==> config.mk <==
export PLATFORM = sky130hd
export DESIGN_NAME = dr_tx_flat
export DESIGN_NICKNAME = d
export VERILOG_FILES = /design/src/rtl/dr_pkg.sv /design/src/rtl/dr_tx_if.sv /design/src/rtl/sync_ff.sv /design/src/rtl/dr_tx.sv /design/src/flat_wrapper.sv
export SDC_FILE = /design/constraint.sdc
export NUM_CORES = 1
export LEC_CHECK = 0
export ABC_AREA = 1
export CORE_ASPECT_RATIO = 0.8
export CORE_UTILIZATION = 48
export CTS_CLUSTER_DIAMETER = 40
export DETAILED_ROUTE_END_ITERATION = 7
export MAX_ROUTING_LAYER = met4
export PLACE_DENSITY = 0.87
export SYNTH_ARGS = -nofsm -noshare
export SYNTH_HDL_FRONTEND = slang
export SYNTH_SLANG_ARGS = --single-unit
==> constraint.sdc <==
create_clock -name clk -period 2.3 [get_ports clk]
set_input_delay 0.46 -clock clk [delete_from_list [all_inputs] [get_ports clk]]
set_output_delay 0.46 -clock clk [all_outputs]
set_load 0.02 [all_outputs]
==> src/rtl/dr_pkg.sv <==
// Shared types and helpers for the four-phase dual-rail link.
package dr_pkg;

  typedef enum logic [1:0] {
    IDLE,
    DATA,
    RTZ
  } state_t;

  localparam int RAIL_T   = 1;
  localparam int RAIL_F   = 0;
  localparam int RAIL_NUM = 2;

  // One data bit onto its rail pair: exactly one rail high.
  function automatic logic [RAIL_NUM-1:0] dr_encode(input logic b);
    logic [RAIL_NUM-1:0] c;
    c         = '0;
    c[RAIL_T] = b;
    c[RAIL_F] = ~b;
    return c;
  endfunction

endpackage

==> src/rtl/dr_tx_if.sv <==
// Producer handshake plus dual-rail link between producer, transmitter and receiver.
interface dr_tx_if
  import dr_pkg::*;
#(
  parameter int WIDTH = 8
);

  logic [WIDTH-1:0]               in_data;
  logic                           in_valid;
  logic                           in_ready;
  logic [WIDTH-1:0][RAIL_NUM-1:0] out;
  logic                           ack;

  modport master (output in_data, in_valid, ack, input in_ready, out);
  modport slave  (input in_data, in_valid, ack, output in_ready, out);

endinterface

==> src/rtl/sync_ff.sv <==
// Multi-stage flop chain bringing an asynchronous level into the clk domain.
module sync_ff #(
  parameter int unsigned STAGES = 2
) (
  input  logic clk,
  input  logic rst,
  input  logic d,
  output logic q
);

  logic [STAGES-1:0] chain;

  // Shift the asynchronous level through the chain; the last stage is safe to use.
  always_ff @(posedge clk) begin
    if (rst) chain <= '0;
    else     chain <= {chain[STAGES-2:0], d};
  end

  assign q = chain[STAGES-1];

endmodule

==> src/rtl/dr_tx.sv <==
// Clocked transmitter for the four-phase dual-rail link (return-to-zero).
module dr_tx
  import dr_pkg::*;
#(
  parameter int WIDTH       = 8,
  parameter int SYNC_STAGES = 2,
  parameter int TIMEOUT     = 0
) (
  input  logic    clk,
  input  logic    rst,
  dr_tx_if.slave  link,
  output logic    busy,
  output logic    err
);

  state_t state, state_n;
  logic [WIDTH-1:0][RAIL_NUM-1:0] out_q, out_n;
  logic in_ready_q, in_ready_n;
  logic ack_s;
  logic ready_ok;

  sync_ff #(.STAGES(SYNC_STAGES)) u_ack_sync (
    .clk (clk),
    .rst (rst),
    .d   (link.ack),
    .q   (ack_s)
  );

  // The ack synchroniser reads 0 for SYNC_STAGES cycles after reset whatever
  // the real ack is; a constant pushed through an identical chain marks when
  // ack_s becomes trustworthy, so a still-high ack cannot be mistaken for low.
  sync_ff #(.STAGES(SYNC_STAGES)) u_warm (
    .clk (clk),
    .rst (rst),
    .d   (1'b1),
    .q   (ready_ok)
  );

  // State register.
  always_ff @(posedge clk) begin
    if (rst) state <= IDLE;
    else     state <= state_n;
  end

  // Next state and next registered outputs.
  always_comb begin
    state_n    = state;
    out_n      = out_q;
    in_ready_n = 1'b0;
    unique case (state)
      IDLE: begin
        in_ready_n = ready_ok && !ack_s;
        if (link.in_valid && in_ready_q) begin
          state_n    = DATA;
          in_ready_n = 1'b0;
          for (int unsigned i = 0; i < WIDTH; i++) out_n[i] = dr_encode(link.in_data[i]);
        end
      end
      DATA: begin
        if (ack_s) begin
          state_n = RTZ;
          out_n   = '0;
        end
      end
      RTZ: begin
        if (!ack_s) begin
          state_n    = IDLE;
          in_ready_n = ready_ok;
        end
      end
      default: begin
        state_n = IDLE;
        out_n   = '0;
      end
    endcase
  end

  // Output registers: the link rails come straight from flops so they never glitch.
  always_ff @(posedge clk) begin
    if (rst) begin
      out_q      <= '0;
      in_ready_q <= 1'b0;
      busy       <= 1'b0;
    end else begin
      out_q      <= out_n;
      in_ready_q <= in_ready_n;
      busy       <= (state_n != IDLE);
    end
  end

  assign link.out      = out_q;
  assign link.in_ready = in_ready_q;

  if (TIMEOUT > 0) begin : g_wd
    localparam int CW = (TIMEOUT > 0) ? $clog2(TIMEOUT + 1) : 1;
    logic [CW-1:0] cnt;

    // Watchdog: restart on every state entry, count while handshaking, saturate; err is sticky.
    always_ff @(posedge clk) begin
      if (rst) begin
        cnt <= '0;
        err <= 1'b0;
      end else begin
        if (state_n != state) begin
          cnt <= '0;
        end else if (state != IDLE && cnt != CW'(TIMEOUT)) begin
          cnt <= cnt + 1'b1;
          if (cnt == CW'(TIMEOUT - 1)) err <= 1'b1;
        end
      end
    end
  end else begin : g_no_wd
    assign err = 1'b0;
  end

endmodule

==> src/flat_wrapper.sv <==
// flat-port wrapper written by rule: the top's interface ports become plain ports
module dr_tx_flat import dr_pkg::*;
#(
  parameter int WIDTH       = 8,
  parameter int SYNC_STAGES = 2,
  parameter int TIMEOUT     = 0
)
  (clk, rst, busy, err, link_in_data, link_in_valid, link_ack, link_in_ready, link_out);
  dr_tx_if #(.WIDTH(WIDTH)) link_i ();
  input  logic clk;
  input  logic rst;
  output logic busy;
  output logic err;
  input wire logic [$bits(link_i.in_data)-1:0] link_in_data;
  input wire logic [$bits(link_i.in_valid)-1:0] link_in_valid;
  input wire logic [$bits(link_i.ack)-1:0] link_ack;
  output wire logic [$bits(link_i.in_ready)-1:0] link_in_ready;
  output wire logic [$bits(link_i.out)-1:0] link_out;
  assign link_i.in_data = link_in_data;
  assign link_i.in_valid = link_in_valid;
  assign link_i.ack = link_ack;
  assign link_in_ready = link_i.in_ready;
  assign link_out = link_i.out;
  dr_tx #(.WIDTH(WIDTH), .SYNC_STAGES(SYNC_STAGES), .TIMEOUT(TIMEOUT)) u_core (.clk(clk), .rst(rst), .link(link_i), .busy(busy), .err(err));
endmodule
; After elaboration in Yosys (flattened, before gate mapping)
; Cells that the tools add are included.
[word_totals]
output_inout_bits = 19
reg_bits = 24
wordCells = 44
inputBits = 12
[classes]
reduce_logical = 6
n_bitwise = 9
n_mux = 11
n_eq_ne = 4
[ops]
columns = operator, n
row1 = $pmux 16 s3, 1
row2 = $mux 16, 2
row3 = $not 1->1, 9
row4 = $mux 2, 3
row5 = $pmux 2 s3, 1
row6 = $mux 1, 3
row7 = $reduce_and 3->1, 1
row8 = $eq 2x1->1 const B, 1
row9 = $eq 2x2->1 const B, 1
row10 = $logic_and 1x1->1, 2
row11 = $logic_not 2->1, 1
row12 = $ne 2x1->1 const B, 1
row13 = $ne 2x2->1 const B, 1
row14 = $pmux 1 s2, 1
row15 = $reduce_bool 2->1, 1
row16 = $logic_not 1->1, 1

; Depth between registers and ports, before layout
; Gate-level depths: netlist (run 1).
[depth]
word_depth = 4
mapped_depth = 7
depth_no_buf = 7

; Cells and area by module
; A second synthesis (run 1) with hierarchy kept.
[hier_totals]
cells_unflattened = 151
area_unflattened_um2 = 1047.3
[by_module_without_submodules]
columns = module, area_per_inst_um2, seq_area_each_um2, instances, cells_per_inst
row1 = dr_tx, 937.1, 400.4, 1, 139
row2 = sync_ff, 55.1, 40.0, 2, 6

; Worst setup path after synthesis (run 1)
; No wires, ideal clock.
[synth_timing]
kind = reg-to-reg
start = reg u_core.in_ready_q, in the netlist u_core.link.in_ready
end = reg u_core.out_q (netlist bit u_core.link.out[0])
path_buffers = 1
stages_incl_launch_ff = 7
required_ns = 2.185
period_less_slack_ns = 1.126
arrival_ns = 1.011
setup_time_ns = 0.115
slack_ns = 1.174
cell_sequence = dfxtp_1 > nand3_1 > nand2_2 > buf_4 > nand3_1 > nand2_1 > nor2_1
[synth_between]
elab_chain_len = 3
[synth_lines]
columns = element, line_no
row1 = start: declaration, dr_tx.sv:18  ; logic in_ready_q, in_ready_n;
row2 = start signal: assignment, dr_tx.sv:86  ; in_ready_q <= in_ready_n;
row3 = $logic_and 1x1->1, dr_tx.sv:53  ; if (link.in_valid && in_ready_q) begin
row4 = $ne 2x1->1 (no line), -
row5 = $reduce_and 3->1 (no line), -
row6 = end signal: assignment, dr_tx.sv:85  ; out_q <= out_n;
row7 = end: declaration, dr_tx.sv:17  ; logic [WIDTH-1:0][RAIL_NUM-1:0] out_q, out_n;
; No other way between the ends.
; A chain may end at the register's enable or synchronous reset.

; Worst setup path in the final report (run 1)
[layout_timing]
start = reg u_core.out_q (netlist bit u_core.link.out[15])
end = out link_out[15]
[layout_rtl]
columns = element, line_no
row1 = end: declaration, flat_wrapper.sv:18  ; output wire logic [$bits(link_i.out)-1:0] link_out;
; No word-level cell between the ends.

==> implementation parameters, run 1 <==
Parameter                              Value

Outcome
  Result of the run ... finished clean

STA
  Final number of setup-violating endpoints ... 0
  Final hold violations ... 0
  Relative slew slack ... 0.628
  Setup WS post-layout ... 0.547 ns
  Final clock period utilization by the worst path ... 0.762
  Post-route setup TNS ... 0 ns
  Highest Clock Rate ... 571 MHz
  Final slew viol count ... 0
  RSZ-0062 raised after global routing ... false
  Shortest period the worst path allows ... 1.75 ns
  Worst-case clock skew ... 0.00193 ns
  Slew at the pin with the worst max-slew slack ... 0.557 ns

Setup path
  Delay contributed by the slowest stage of the critical path ... 0.63 ns
  Buffer and inverter count on the worst path ... 1
  Worst-path cell chain ... clkdlybuf4s50_1
  Worst setup path category ... flip-flop to output pin
  Worst path required time ... 1.84 ns
  CP Data Arrival Time ... 1.29 ns
  Critical-path maximum fanout ... 2
  Family with the most delay on the worst path ... buffers and inverters
  Critical path's slowest cell ... clkdlybuf4s50_1
  Type of element capturing the critical path ... output pin
  Crit path launch type ... flip-flop

Place
  Minimum setup slack after placement ... 0.440 ns
  Number of input and output port buffers inserted ... 29
  Standard cell area after detailed placement ... 1310 sq um
  Weighted congestion reported at the end of routability-driven placement ... 0.761
  HPWL after DPL ... 1.38 mm

Clock network
  H-tree depth reported by CTS ... 1
  CTS Root Buffer Type ... clkbuf_4
  Post-cts repair resize count ... 0
  Post CTS Setup Buffer Count ... 0
  Number of buffers created by CTS ... 3
  Clock-pin slew on the worst setup and hold paths ... 0.12 ns
  Clock tree from TritonCTS ... built
  Insertion delay of the later-clocked pin in the worst-skew pair ... 0.31 ns
  Hold bufs inserted after CTS ... 0
  Maximum clock insertion buffer count ... 2
  Sinks on Clock Net ... 24

Layout
  Antenna cell count ... 0
  Number of nets in the layout ... 189
  Layout Area Growth over Synthesis ... 31.9%
  Area of all sequential standard cells ... 480 sq um
  Fillcell total ... 170
  Commonest cells after routing, fill and taps aside ... nand2_1 (35), clkdlybuf4s50_1 (29), nor2_1 (27)
  Proportion of layout cells with a drive suffix above 1 ... 0.0625
  Most common cell after layout, fill and taps aside ... nand2_1
  Post-route cell area ... 1350 sq um
  Area taken by multi-input logic gates ... 423 sq um

Yosys
  Netlist cell types ... 16
  Net count of the mapped netlist ... 160
  Area of the mapped netlist ... 1020 sq um
  Avg Cell Area, Syn ... 6.92 sq um
  Share of the synthesized area in the top cell type ... 0.469
  Number of synthesized register bits ... 24
  Yosys warning total ... 0
  Top cells by area, synth ... dfxtp_1 (47%), nand2_1 (13%), nor2_1 (9.9%)
  Post-Synthesis Cells ... 148
  Sequential cell area fraction in the yosys report ... 0.469
  Post-synth top area cell ... dfxtp_1

Min path
  Type of the worst min-delay path ... flip-flop to flip-flop

Route
  Final routed wirelength across all metal layers ... 1.99 mm
  Mean number of vias per cell ... 4.77
  Residual antenna-violating net count after detailed routing ... 0
  Avg WL per Cell ... 9.93 um
  Violation count after the first detailed-routing iteration ... 13
  Drt pass-1 iters ... 4
  Post-detailed-route DRC marker count ... 0
  Number of vias after detailed routing ... 954

Global route
  Number of antenna violations at the first check in global routing ... 0
  Total routing resource utilization after global routing ... 0.200
  Global-route wire length before repair ... 3.29 mm
  Total global routing overflow ... 0
  Maximum number of pins on one net before global-route repair ... 29
  Number of global-route vias before repair ... 785

Floorplan
  Area of the core ... 1940 sq um
  Top-Level Pins ... 31
  Die width ... 53.6 um
  Num rows ... 14
  Starting Density ... 0.526
  Floorplan die height ... 43.3 um
  Die footprint ... 2320 sq um

Power and ir drop
  Cell Pwr Density ... 612 nW/um^2
  Reported leakage power ... 0.637 nW
  Worst voltage drop across the vdd grid ... 0.543 mV
  Switching power share of the total ... 0.261
  Part of the total power dissipated in sequential elements ... 0.545
  Combinational group share of total power ... 0.194
  Total internal power ... 611 uW
  P_sw ... 215 uW
  Portion of total power attributed to the clock network ... 0.261

Job
  MaxCap Viol Count ... 0
## logic make-up after synthesis
group,synth area share
other,0.00366
AND/OR/NAND/NOR,0.341
flip-flops,0.469
buffers and inverters,0.117
AO/OA/AOI/OAI,0.0685
## path summary, 6_finish.rpt
check	startpoint	to	slack [ns]	cells after the start
min	u_core.u_ack_sync.chain[0]	u_core.u_ack_sync.chain[1]	0.41	2
max reg2reg	u_core.state[0]	u_core.link.out[13]	0.92	5
max	u_core.link.out[15]	link_out[15]	0.55	1
min reg2reg	u_core.u_ack_sync.chain[0]	u_core.u_ack_sync.chain[1]	0.41	2
## area by class of cell
type                       instances  area share
sequential                        24       0.356
multi-input combinational         97       0.313
clock buffer                       4      0.0269
timing repair buffer              31       0.226
tap                               24      0.0222
inverter                          20      0.0556
## cell usage after synthesis
cell and number:
a21oi_1 13, buf_2 3, buf_4 4, clkinv_1 1, conb_1 1, dfxtp_1 24, inv_1 17, inv_2 2
nand2_1 35, nand2_2 1, nand3_1 16, nand3_4 1, nand4_1 1, nor2_1 27, nor2_2 1, o21ai_0 1
## flip-flops by register name, indices dropped and copies added, names as in the netlist
register,cells
u_core.link.out,16
u_core.state,2
u_core.u_ack_sync.chain,2
u_core.u_warm.chain,2
u_core.busy,1
u_core.link.in_ready,1
## power groups by stage
stage / logic [mW] / clock network [mW] / registers [mW]
2_1_floorplan: 0.0697 / 0 / 0.482
3_3_place_gp: 0.157 / 0 / 0.459
3_5_place_dp: 0.160 / 0 / 0.459
4_1_cts: 0.161 / 0.221 / 0.450
5_1_grt: 0.178 / 0.236 / 0.453
6_report: 0.161 / 0.215 / 0.450
## stage by stage
step | total power [mW] | hold slack (ns) | std cells | utilization
finish | 0.826 | 0.412 | 200 | 0.694
global route | 0.866 | 0.425 | 200 | 0.694
CTS | 0.833 | 0.417 | 200 | 0.694
detailed placement | 0.619 | 0.399 | 196 | 0.676
global placement | 0.616 | 0.393 | 196 | 0.676
floorplan | 0.552 | 0.388 | 148 | -
## routing by layer
metal / vias to the layer above / track usage / routed length [um]
met5: - / - / 0
met4: 0 / 0.0316 / 10
met3: 2 / 0.0645 / 119
met2: 32 / 0.328 / 943
met1: 415 / 0.242 / 913
li1: 505 / - / -
Power figures use the tool's default switching activity.
==> run 2, diff against run 1 <==
--- a/config.mk
+++ b/config.mk
@@ -7,11 +7,11 @@
 export LEC_CHECK = 0
 export ABC_AREA = 1
 export CORE_ASPECT_RATIO = 0.8
-export CORE_UTILIZATION = 48
+export CORE_UTILIZATION = 41
 export CTS_CLUSTER_DIAMETER = 40
 export DETAILED_ROUTE_END_ITERATION = 7
 export MAX_ROUTING_LAYER = met4
-export PLACE_DENSITY = 0.87
+export PLACE_DENSITY = 0.79
 export SYNTH_ARGS = -nofsm -noshare
 export SYNTH_HDL_FRONTEND = slang
 export SYNTH_SLANG_ARGS = --single-unit
==> constraint.sdc (replaced) <==
create_clock -name clk -period 1.5 [get_ports clk]
set_input_delay 0.3 -clock clk [delete_from_list [all_inputs] [get_ports clk]]
set_output_delay 0.3 -clock clk [all_outputs]
set_load 0.02 [all_outputs]
==> implementation parameters, run 2 (synthesis results as in run 1) <==
Parameter                              Value

Clock network
  Number of buffers created by CTS ... 3 (unchanged)
  Post-cts repair resize count ... 18 (+18)
  Sinks on Clock Net ... 24 (unchanged)
  Maximum clock insertion buffer count ... 2 (unchanged)
  CTS Root Buffer Type ... clkbuf_4
  Clock-pin slew on the worst setup and hold paths ... 0.13 ns (about the same)
  Post CTS Setup Buffer Count ... 0 (unchanged)
  Hold bufs inserted after CTS ... 0 (unchanged)
  Insertion delay of the later-clocked pin in the worst-skew pair ... 0.31 ns (about the same)
  H-tree depth reported by CTS ... 1 (unchanged)
  Clock tree from TritonCTS ... built

Floorplan
  Starting Density ... 0.454 (-0.0719)
  Die footprint ... 2700 sq um (+16%)
  Die width ... 57.9 um (+7.9%)
  Num rows ... 15 (+1)
  Floorplan die height ... 46.7 um (+7.8%)
  Area of the core ... 2250 sq um (+16%)
  Top-Level Pins ... 31 (unchanged)

Global route
  Number of global-route vias before repair ... 746 (-5.0%)
  Number of antenna violations at the first check in global routing ... 0 (unchanged)
  Total routing resource utilization after global routing ... 0.164 (-0.0363)
  Total global routing overflow ... 0 (unchanged)
  Global-route wire length before repair ... 3.21 mm (-2.5%)
  Maximum number of pins on one net before global-route repair ... 29 (unchanged)

Layout
  Number of nets in the layout ... 192 (+1.6%)
  Max FFs per register ... 16 (unchanged)
  Most common cell after layout, fill and taps aside ... nand2_1
  Final core utilization ... 0.606 (-0.0888)
  Layout Area Growth over Synthesis ... 33.3%
  Non-filler cells in the finished layout ... 204 (+2.0%)
  Post-route cell area ... 1360 sq um (+1.0%)
  Antenna cell count ... 0 (unchanged)
  Proportion of layout cells with a drive suffix above 1 ... 0.0782 (+0.0157)
  Fillcell total ... 214 (+26%)
  Commonest cells after routing, fill and taps aside ... nand2_1 (35), nor2_1 (27), dfxtp_1 (24)

Power and ir drop
  Reported leakage power ... 0.732 nW (+15%)
  Combinational group share of total power ... 0.186 (-0.008)
  Total internal power ... 925 uW (+51%)
  Switching power share of the total ... 0.268 (+0.00682)
  Part of the total power dissipated in sequential elements ... 0.546 (about the same)
  Portion of total power attributed to the clock network ... 0.268 (+0.007)
  Worst voltage drop across the vdd grid ... 0.546 mV (+0.49%)
  Cell Pwr Density ... 926 nW/um^2 (+51%)
  P_sw ... 338 uW (+57%)

Setup path
  Worst reg2reg endpoint ... u_core.link.out[14]
  Worst-path cell chain ... dlygate4sd2_1
  Critical path's slowest cell ... dfxtp_1
  CP Data Arrival Time ... 1.05 ns (-0.24 ns)
  Worst flop-to-flop path startpoint ... u_core.state[0]
  Type of element capturing the critical path ... output pin
  Worst path required time ... 1.20 ns (-0.64 ns)
  Origin of the worst setup path ... u_core.link.in_ready
  Delay contributed by the slowest stage of the critical path ... 0.39 ns (-0.24 ns)
  Count of cells along the worst register-to-register path ... 5 (unchanged)
  Crit path launch type ... flip-flop
  Endpoint of the worst setup timing path ... link_in_ready
  Critical path depth ... 1 (unchanged)
  Worst setup path category ... flip-flop to output pin
  Buffer and inverter count on the worst path ... 1 (unchanged)
  Worst reg2reg setup slack ... 0.21 ns (-0.71 ns)
  Critical-path maximum fanout ... 3 (+1)
  Family with the most delay on the worst path ... flip-flops

STA
  Shortest period the worst path allows ... 1.35 ns
  RSZ-0062 raised after global routing ... false
  Final clock period utilization by the worst path ... 0.898
  Final number of setup-violating endpoints ... 0 (unchanged)
  Final hold violations ... 0 (unchanged)
  Post-route setup TNS ... 0 ns (unchanged)
  Setup WS post-layout ... 0.152 ns (-0.395 ns)
  Highest Clock Rate ... 742 MHz
  Worst-case clock skew ... 0.00550 ns (+0.00357 ns)
  Final slew viol count ... 0 (unchanged)

Outcome
  Result of the run ... finished with violations
  Failing checks ... DRC

Route
  Post-detailed-route DRC marker count ... 2 (+2)
  Final routed wirelength across all metal layers ... 2.05 mm (+3.4%)
  Drt pass-1 iters ... 6 (+2)
  Avg WL per Cell ... 10.1 um (+1.4%)
  Residual antenna-violating net count after detailed routing ... 0 (unchanged)
  Number of vias after detailed routing ... 984 (+3.1%)
  Violation count after the first detailed-routing iteration ... 38 (+25)
  Mean number of vias per cell ... 4.82 (+1.1%)

Min path
  Type of the worst min-delay path ... flip-flop to flip-flop
  Worst Hold Depth ... 2 (unchanged)

Place
  Number of placed instances, taps included ... 200 (+2.0%)
  Minimum setup slack after placement ... 0.0475 ns (-0.392 ns)
  Number of input and output port buffers inserted ... 29 (unchanged)
  HPWL after DPL ... 1.44 mm (+4.2%)
  Standard cell area after detailed placement ... 1350 sq um (+2.8%)
  Weighted congestion reported at the end of routability-driven placement ... 0.707 (-7.1%)

Job
  MaxCap Viol Count ... 0 (unchanged)
run 2: changes by cell type in the layout (fill, tap and decap cells not counted):
cell / previous run / this run
buf_12: 0 / 1
buf_4: 2 / 4
clkdlybuf4s50_1: 29 / 11
dlygate4sd2_1: 0 / 18
run 2: per-stage QoR:
step / power (mW) / hold slack [ns]
after global placement: 0.954 / 0.394
after detailed placement: 0.960 / 0.397
after global routing: 1.33 / 0.431
after floorplan: 0.846 / 0.371
after CTS: 1.27 / 0.415
final: 1.26 / 0.415
run 2: area by class of cell:
cell class,instances,area [sq um],share of cell area
Clock buffer,4,36.3,0.0266
Inverter,20,75.1,0.0550
Multi-Input combinational cell,97,423,0.310
Sequential cell,24,480,0.352
Tap cell,25,31.3,0.0229
Timing Repair Buffer,34,318,0.233
run 2: power groups by stage:
stage               Combinational (mW)  Sequential [mW]  Clock, mW
floorplan                        0.107            0.740          0
global placement                 0.250            0.705          0
detailed placement               0.255            0.705          0
CTS                              0.236            0.690      0.348
global route                     0.257            0.695      0.373
finish                           0.234            0.690      0.338
run 2: worst register-to-register path, cell delays in order (launching register included):
cell and delay [ns]:
dfxtp_1 0.47, nand3_4 0.28, nand2_1 0.28, nand2_1 0.08, nand2_1 0.06, nor2_1 0.03
run 2: layer usage:
| layer | global-route usage | share of wire |
|---|---|---|
| met1 | 0.199 | 0.48 |
| met2 | 0.267 | 0.47 |
| met3 | 0.0590 | 0.044 |
| met4 | 0.0286 | 0.0063 |
| met5 | - | 0 |
run 2: how the worst min path moves through the flow:
stage | slack [ns] | from | end
after floorplan | 0.37 | rst | u_core.u_ack_sync.chain[0]
after global placement | 0.39 | u_core.u_ack_sync.chain[0] | u_core.u_ack_sync.chain[1]
after detailed placement | 0.40 | u_core.u_ack_sync.chain[0] | u_core.u_ack_sync.chain[1]
after CTS | 0.41 | u_core.u_ack_sync.chain[0] | u_core.u_ack_sync.chain[1]
after global routing | 0.43 | u_core.u_ack_sync.chain[0] | u_core.u_ack_sync.chain[1]
final | 0.41 | u_core.u_ack_sync.chain[0] | u_core.u_ack_sync.chain[1]
